--- src/rtl/prog_loader.sv ---
// Host-to-instruction-memory program loader.
// Receives a length byte, then that many data bytes (0 means 256), written to
// memory starting at BASE_ADDR with mod-256 address wrap. With LOADER_CSUM_EN
// defined, a trailing checksum byte (8-bit sum of the data) is compared and a
// mismatch ends in ERR; without it the last data byte goes straight to DONE.
module prog_loader #(
    parameter logic [7:0] BASE_ADDR = 8'h00
) (
    input  logic       clk,
    input  logic       reset,
    input  logic       start,
    input  logic       in_valid,
    input  logic [7:0] in_data,
    output logic       in_ready,
    output logic       mem_we,
    output logic [7:0] mem_addr,
    output logic [7:0] mem_wdata,
    output logic       busy,
    output logic       cpu_hold,
    output logic       done,
    output logic       error,
    output logic [8:0] load_count
);

    localparam int unsigned CNT_W = 9;

    localparam logic [2:0] S_IDLE = 3'd0;
    localparam logic [2:0] S_LEN  = 3'd1;
    localparam logic [2:0] S_DATA = 3'd2;
    localparam logic [2:0] S_DONE = 3'd4;
`ifdef LOADER_CSUM_EN
    localparam logic [2:0] S_CSUM = 3'd3;
    localparam logic [2:0] S_ERR  = 3'd5;
`endif

    logic [2:0]       state;
    logic [2:0]       state_nx;
    logic [CNT_W-1:0] remaining;
    logic             accept_c;
    logic             start_c;
    logic             last_c;
`ifdef LOADER_CSUM_EN
    logic [7:0]       sum;
`endif

    // Receiving states drive the handshake and the CPU hold directly from state
    always_comb begin
        busy = (state == S_LEN) || (state == S_DATA);
`ifdef LOADER_CSUM_EN
        if (state == S_CSUM) begin
            busy = 1'b1;
        end
`endif
    end

    assign in_ready = busy;
    assign cpu_hold = busy;
    assign accept_c = in_valid && in_ready;
    assign last_c   = (remaining == CNT_W'(1));

    // State register
    always_ff @(posedge clk or negedge reset) begin
        if (!reset) begin
            state <= S_IDLE;
        end else begin
            state <= state_nx;
        end
    end

    // Next-state logic; start is honoured only in the idle/terminal states
    always_comb begin
        state_nx = state;
        start_c  = 1'b0;
        case (state)
            S_IDLE, S_DONE: begin
                if (start) begin
                    start_c  = 1'b1;
                    state_nx = S_LEN;
                end
            end
`ifdef LOADER_CSUM_EN
            S_ERR: begin
                if (start) begin
                    start_c  = 1'b1;
                    state_nx = S_LEN;
                end
            end
            S_CSUM: begin
                if (accept_c) begin
                    state_nx = (in_data == sum) ? S_DONE : S_ERR;
                end
            end
`endif
            S_LEN: begin
                if (accept_c) begin
                    state_nx = S_DATA;
                end
            end
            S_DATA: begin
                if (accept_c && last_c) begin
`ifdef LOADER_CSUM_EN
                    state_nx = S_CSUM;
`else
                    state_nx = S_DONE;
`endif
                end
            end
            default: state_nx = S_IDLE;
        endcase
    end

    // Datapath: byte counter, write port, status flags
    always_ff @(posedge clk or negedge reset) begin
        if (!reset) begin
            remaining  <= '0;
            mem_we     <= 1'b0;
            mem_addr   <= '0;
            mem_wdata  <= '0;
            done       <= 1'b0;
            load_count <= '0;
        end else begin
            mem_we <= 1'b0;
            if (start_c) begin
                done       <= 1'b0;
                load_count <= '0;
            end
            if (accept_c && (state == S_LEN)) begin
                remaining <= (in_data == 8'h00) ? CNT_W'(256) : CNT_W'(in_data);
            end
            if (accept_c && (state == S_DATA)) begin
                mem_we     <= 1'b1;
                mem_addr   <= BASE_ADDR + load_count[7:0];
                mem_wdata  <= in_data;
                load_count <= load_count + CNT_W'(1);
                remaining  <= remaining - CNT_W'(1);
`ifndef LOADER_CSUM_EN
                if (last_c) begin
                    done <= 1'b1;
                end
`endif
            end
`ifdef LOADER_CSUM_EN
            if (accept_c && (state == S_CSUM) && (in_data == sum)) begin
                done <= 1'b1;
            end
`endif
        end
    end

`ifdef LOADER_CSUM_EN
    // Running checksum of data bytes and sticky error flag
    always_ff @(posedge clk or negedge reset) begin
        if (!reset) begin
            sum   <= '0;
            error <= 1'b0;
        end else begin
            if (start_c) begin
                sum   <= '0;
                error <= 1'b0;
            end
            if (accept_c && (state == S_DATA)) begin
                sum <= sum + in_data;
            end
            if (accept_c && (state == S_CSUM) && (in_data != sum)) begin
                error <= 1'b1;
            end
        end
    end
`else
    assign error = 1'b0;
`endif

endmodule

--- config.mk ---
export PLATFORM = sky130hd
export DESIGN_NAME = prog_loader
export DESIGN_NICKNAME = d
export VERILOG_FILES = /design/src/rtl/prog_loader.sv
export SDC_FILE = /design/constraint.sdc
export NUM_CORES = 1
export LEC_CHECK = 0
export ABC_AREA = 0
export CAP_MARGIN = 5
export CORE_MARGIN = 4
export CORE_UTILIZATION = 53
export CTS_CLUSTER_DIAMETER = 40
export DETAILED_ROUTE_END_ITERATION = 8
export PLACE_DENSITY = 0.84
export SYNTH_ARGS = -nofsm -noshare
export SYNTH_HDL_FRONTEND = slang
export SYNTH_SLANG_ARGS = --single-unit
--- constraint.sdc ---
create_clock -name clk -period 3.1 [get_ports clk]
set_clock_uncertainty 0.05 [all_clocks]
set_input_delay 0.465 -clock clk [delete_from_list [all_inputs] [get_ports clk]]
set_output_delay 0.465 -clock clk [all_outputs]
set_load 0.02 [all_outputs]
==> flow_summary.json, run 1 <==
{
  "n_fill_cell": 254,
  "cp-start-kind": "register",
  "syn_inst": 204,
  "p_leak_nw": 1.08,
  "dr_total_vias": 1573,
  "grt_usage_pct": 18.2,
  "n_antenna_cell": 0,
  "die_area_um2": 4610,
  "max-vdd-ir-drop_uv": 520,
  "die-height_um": 67.9,
  "syn-cell-area_um2": 1900,
  "start_util_pct": 56.0,
  "dp_hpwl_um": 2730,
  "crit_path_end_kind": "output port",
  "fin_nets": 258,
  "hold_viol": 0,
  "final.period_utilization_pct": 75.7,
  "drc": 0,
  "finalCriticalPeriod_ps": 2350,
  "post-place-ws_ps": 840,
  "area_delta_synth_final_pct": 25.4,
  "yosysWarnings": 0,
  "clk_pin_slew_worst_paths_ps": 120,
  "synth_area_leaders": "dfrtp_1, nand2_1, o21ai_0, nor2_1, a21oi_1",
  "coreArea_um2": 3390,
  "post_cts_buffers": 0,
  "cts_tree": "yes",
  "syn_area_per_cell_um2": 9.31,
  "p_per_area_nw_per_um2": 850,
  "cp_max_fo": 6,
  "gp_congestion": 0.859,
  "portBuffers": 41,
  "tns_ps": 0,
  "ant_nets": 0,
  "crit_required_ps": 2580,
  "crit_type": "register to output port",
  "yosysTopAreaCellShare_pct": 51.4,
  "globalRoute.totalOverflow": 0,
  "synth_area_leader_cell": "dfrtp_1",
  "synth_cell_type_count": 44,
  "status": "finished, final reports clean",
  "crit_path_cell_trace": "xnor2_1 > nor2_1 > clkdlybuf4s50_1",
  "antenna_found_initial": 0,
  "drive_above_1_share_pct": 9.02,
  "rr_startpoint": "remaining[0]",
  "tightestPinTransition_ps": 838,
  "fmax_ghz": 0.426,
  "pin_count": 43,
  "dieWidth_um": 67.9,
  "setup_ws_ps": 754,
  "setup_violations": 0,
  "numClockSinks": 39,
  "cts_max_level": 2,
  "critPathMaxStageDelay_ps": 650,
  "cap_violations": 0,
  "numCtsBuffers": 5,
  "grt_pass1_vias": 1401,
  "ys_ff_latch": 39,
  "ys_seq_area_share_pct": 51.4,
  "rsz0062_at_grt": "false",
  "synth_edf_count": 0,
  "setup.worst_path.start": "state[0]",
  "syn_nets": 219,
  "clkLatencyLatePin_ps": 330,
  "hold_path_class": "primary input to async pin",
  "firstDrtPassIters": 4,
  "relSlewSlack_pct": 44.1,
  "crit_slowest_cell": "clkdlybuf4s50_1",
  "grt_max_degree": 40,
  "wl_per_cell_um": 13.4,
  "drtIter0Drc": 119,
  "wl_um": 3890,
  "synthArstFlopShare_pct": 100,
  "cts-root-buf": "clkbuf_4",
  "maxSlewViolCount": 0,
  "avgViaCountPerCell": 5.42,
  "hold_buffers": 0,
  "arrival_ps": 1830,
  "ff_latch_area_um2": 976,
  "core.rowCount": 21,
  "ys.flop_type": "dfrtp_1",
  "grt_pass1_wl_um": 6310,
  "multi_input_area_um2": 822,
  "post_cts_resized": 0,
  "clockBufferDepth": 2
}
==> registers in the layout, indices dropped and copies added, names as in the netlist <==
| signal | count |
|---|---|
| mem_addr | 8 |
| mem_wdata | 8 |
| load_count | 9 |
| remaining | 9 |
| done | 1 |
| mem_we | 1 |
| state | 3 |
==> cell usage after synthesis, types with 3 or more instances <==
cell,number
inv_1,3
o21ai_0,14
nand2_1,60
nor3b_1,3
clkbuf_1,4
nand4_1,4
nor3_1,3
buf_6,3
dfrtp_1,39
buf_4,3
nor2_1,13
a31oi_1,3
a21oi_1,8
ha_1,3
==> worst max-delay path: cells and delay by family (launching register included) <==
family | cells | cell delay [ps]
AND/OR/NAND/NOR | 1 | 180
buffers and inverters | 1 | 650
XOR/XNOR | 1 | 190
flip-flops | 1 | 470
==> power breakdown <==
part,total [mW],switching [mW],internal (mW),leakage (nW)
Combinational,0.891,0.487,0.405,0.530
Sequential,0.780,0.132,0.648,0.505
Clock,0.352,0.162,0.191,0.0482
==> path summary, 6_finish.rpt <==
kind | end | slack, ps | cells past startpoint
setup reg to reg | remaining[6] | 1140 | 6
hold reg to reg | mem_addr[4] | 440 | 2
hold / removal | state[0] | 170 | 1
setup / recovery | in_ready | 750 | 3
max in group asynchronous | mem_addr[0] | 2300 | 1
min in group clk | mem_addr[4] | 440 | 2
==> through the flow <==
stage               total power [mW]  hold slack (ps)  cell area [µm²]  cells  utilization [%]
floorplan                       1.38              119             1900    204                -
global placement                1.65              407             2290    282             67.7
detailed placement              1.68              414             2290    282             67.7
CTS                             2.04              184             2380    290             70.2
global route                    2.16              202             2380    290             70.2
finish                          2.02              174             2380    290             70.2
==> area by class of cell <==
type                       instances  area share [%]
clock buffer                       6            2.15
inverter                           3           0.473
tap                               46            2.42
clock inverter                     2            1.47
sequential                        39            41.0
multi-input combinational        150            34.5
timing repair buffer              44            18.0
==> logic make-up after synthesis <==
logic type | after synthesis | synth area share (%)
XOR/XNOR | 1 | 0.461
multiplexers | 2 | 1.05
adder cells (fa/ha/maj) | 3 | 1.98
AO/OA/AOI/OAI | 41 | 14.0
other | 1 | 0.197
buffers and inverters | 15 | 5.34
AND/OR/NAND/NOR | 102 | 25.6
flip-flops | 39 | 51.4
==> cells in the final DEF (no fill, tap or decap), types with 4 or more instances in the layout <==
cell,n
dfrtp_1,39
a21oi_1,8
nand2_1,60
nand4_1,4
nor2_1,13
clkdlybuf4s50_1,40
o21ai_0,14
clkbuf_4,5
==> layer usage <==
layer | global-route usage, % | routed length (µm) | up-vias
met1 | 23.7 | 1760 | 744
met3 | 4.93 | 228 | 2
met2 | 30.5 | 1890 | 43
met4 | 3.72 | 15 | 0
met5 | 0 | 0 | -
li1 | - | - | 784
(Power assumes the default switching activity.)
==> run 2: changes to the inputs <==
- CORE_UTILIZATION: 53 -> 50
- PLACE_DENSITY: 0.84 -> 0.8
- clock period: 3.1 -> 2.35 ns (I/O delays scaled with it)
==> run 2 against run 1 <==
  * Combinational power grew 35%
  * Flip-flop and latch count unchanged
  * Count of clock-buffer cells in the layout down 1
  * Critical path type unchanged
  * Setup slack got worse by 520 ps
  * Critical path depth did not move
  * Die area is 5.3% higher
  * Cell count rose by 1.0%
  * Utilization is 3.9 points lower
  * Highest routed layer unchanged
  * Worst hold slack got worse by 52 ps
  * Non-clock buffer count up 1
==> flow_summary.json, run 2 (same netlist as run 1, synthesis figures left out) <==
{
  "final.period_utilization_pct": 90.0,
  "tns_ps": 0,
  "cap_violations": 0,
  "hold_viol": 0,
  "gp_congestion": 0.822,
  "final_core_util_pct": 66.4,
  "numClockSinks": 39,
  "pin_count": 43,
  "tightestPinTransition_ps": 856,
  "drtIter0Drc": 97,
  "cts_tree": "yes",
  "drc": 0,
  "finalPower_mw": 2.78,
  "rrSetupSlack_ps": 370,
  "numCtsBuffers": 5,
  "dp_hpwl_um": 2830,
  "finalCriticalPeriod_ps": 2110,
  "layout_common_cells": "nand2_1, clkdlybuf4s50_1, dfrtp_1",
  "grt_pass1_wl_um": 7320,
  "clockBufferDepth": 2,
  "fmax_ghz": 0.473,
  "p_per_area_nw_per_um2": 1140,
  "cp_max_fo": 6,
  "status": "finished, final reports clean",
  "grt_pass1_vias": 1569,
  "fin_cells": 293,
  "grt_max_degree": 40,
  "setup_ws_ps": 236,
  "hold_buffers": 0,
  "fin_nets": 259,
  "cts-root-buf": "clkbuf_8",
  "place_inst": 285,
  "hold_path_class": "primary input to async pin",
  "ant_nets": 0,
  "max-vdd-ir-drop_uv": 685,
  "wl_per_cell_um": 14.0,
  "post_cts_buffers": 0,
  "n_antenna_cell": 0,
  "clk_pin_slew_worst_paths_ps": 80,
  "arrival_ps": 1710,
  "wl_um": 4120,
  "die_area_um2": 4850,
  "crit_type": "register to output port",
  "n_fill_cell": 314,
  "setup_violations": 0,
  "antenna_found_initial": 0,
  "die-height_um": 69.6,
  "portBuffers": 41,
  "rsz0062_at_grt": "false",
  "mostFrequentLayoutCell": "nand2_1",
  "area_delta_synth_final_pct": 27.9,
  "relSlewSlack_pct": 42.9,
  "post_cts_resized": 0,
  "post-place-ws_ps": 322,
  "dieWidth_um": 69.6,
  "core.rowCount": 22,
  "avgViaCountPerCell": 5.33,
  "cp-start-kind": "register",
  "start_util_pct": 51.9,
  "drive_above_1_share_pct": 9.39,
  "crit_required_ps": 1950,
  "coreArea_um2": 3660,
  "globalRoute.totalOverflow": 0,
  "crit_path_end_kind": "output port",
  "maxSlewViolCount": 0,
  "cts_max_level": 2,
  "dr_total_vias": 1563,
  "grt_usage_pct": 18.3,
  "firstDrtPassIters": 4,
  "reg_top3": "load_count (9), remaining (9)",
  "p_leak_nw": 1.10,
  "clkLatencyLatePin_ps": 290
}
==> run 2: final cells by class <==
cell class	instances	area [µm²]	area share (%)
clock buffer	5	68.8	2.83
clock inverter	3	43.8	1.80
inverter	3	11.3	0.463
multi-input combinational	150	822	33.8
sequential	39	976	40.2
tap	48	60.1	2.47
timing repair buffer	45	448	18.4
==> run 2: layer usage <==
layer	vias up	wire length (µm)	GRT usage, %
met5	-	0	0
met4	0	48	5.53
met2	44	1900	28.9
met3	5	218	4.93
li1	780	-	-
met1	734	1950	24.7
==> run 2: report_power, final <==
part	leakage, nW	internal (mW)	switching (mW)
clock network	0.0581	0.316	0.239
logic	0.538	0.553	0.642
registers	0.505	0.856	0.174
total	1.10	1.73	1.05
==> run 2: final timing paths <==
path	start	endpoint	cells past startpoint
max	state[0]	cpu_hold	3
min	reset	state[0]	1
max reg2reg	remaining[0]	remaining[6]	6
min reg2reg	mem_addr[2]	mem_addr[2]	2
max in group asynchronous	reset	state[1]	1
min in group clk	mem_addr[2]	mem_addr[2]	2
==> run 2: worst max-delay path, cell delays in order (launching register included) <==
cell	delay, ps
dfrtp_1	450
xnor2_1	180
nor2_1	160
clkdlybuf4s50_1	630
==> run 2: through the flow <==
stage	hold slack, ps	area, µm²
3_5_place_dp	413	2320
6_report	122	2430
4_1_cts	145	2430
2_1_floorplan	6.91	1900
5_1_grt	184	2430
3_3_place_gp	412	2320
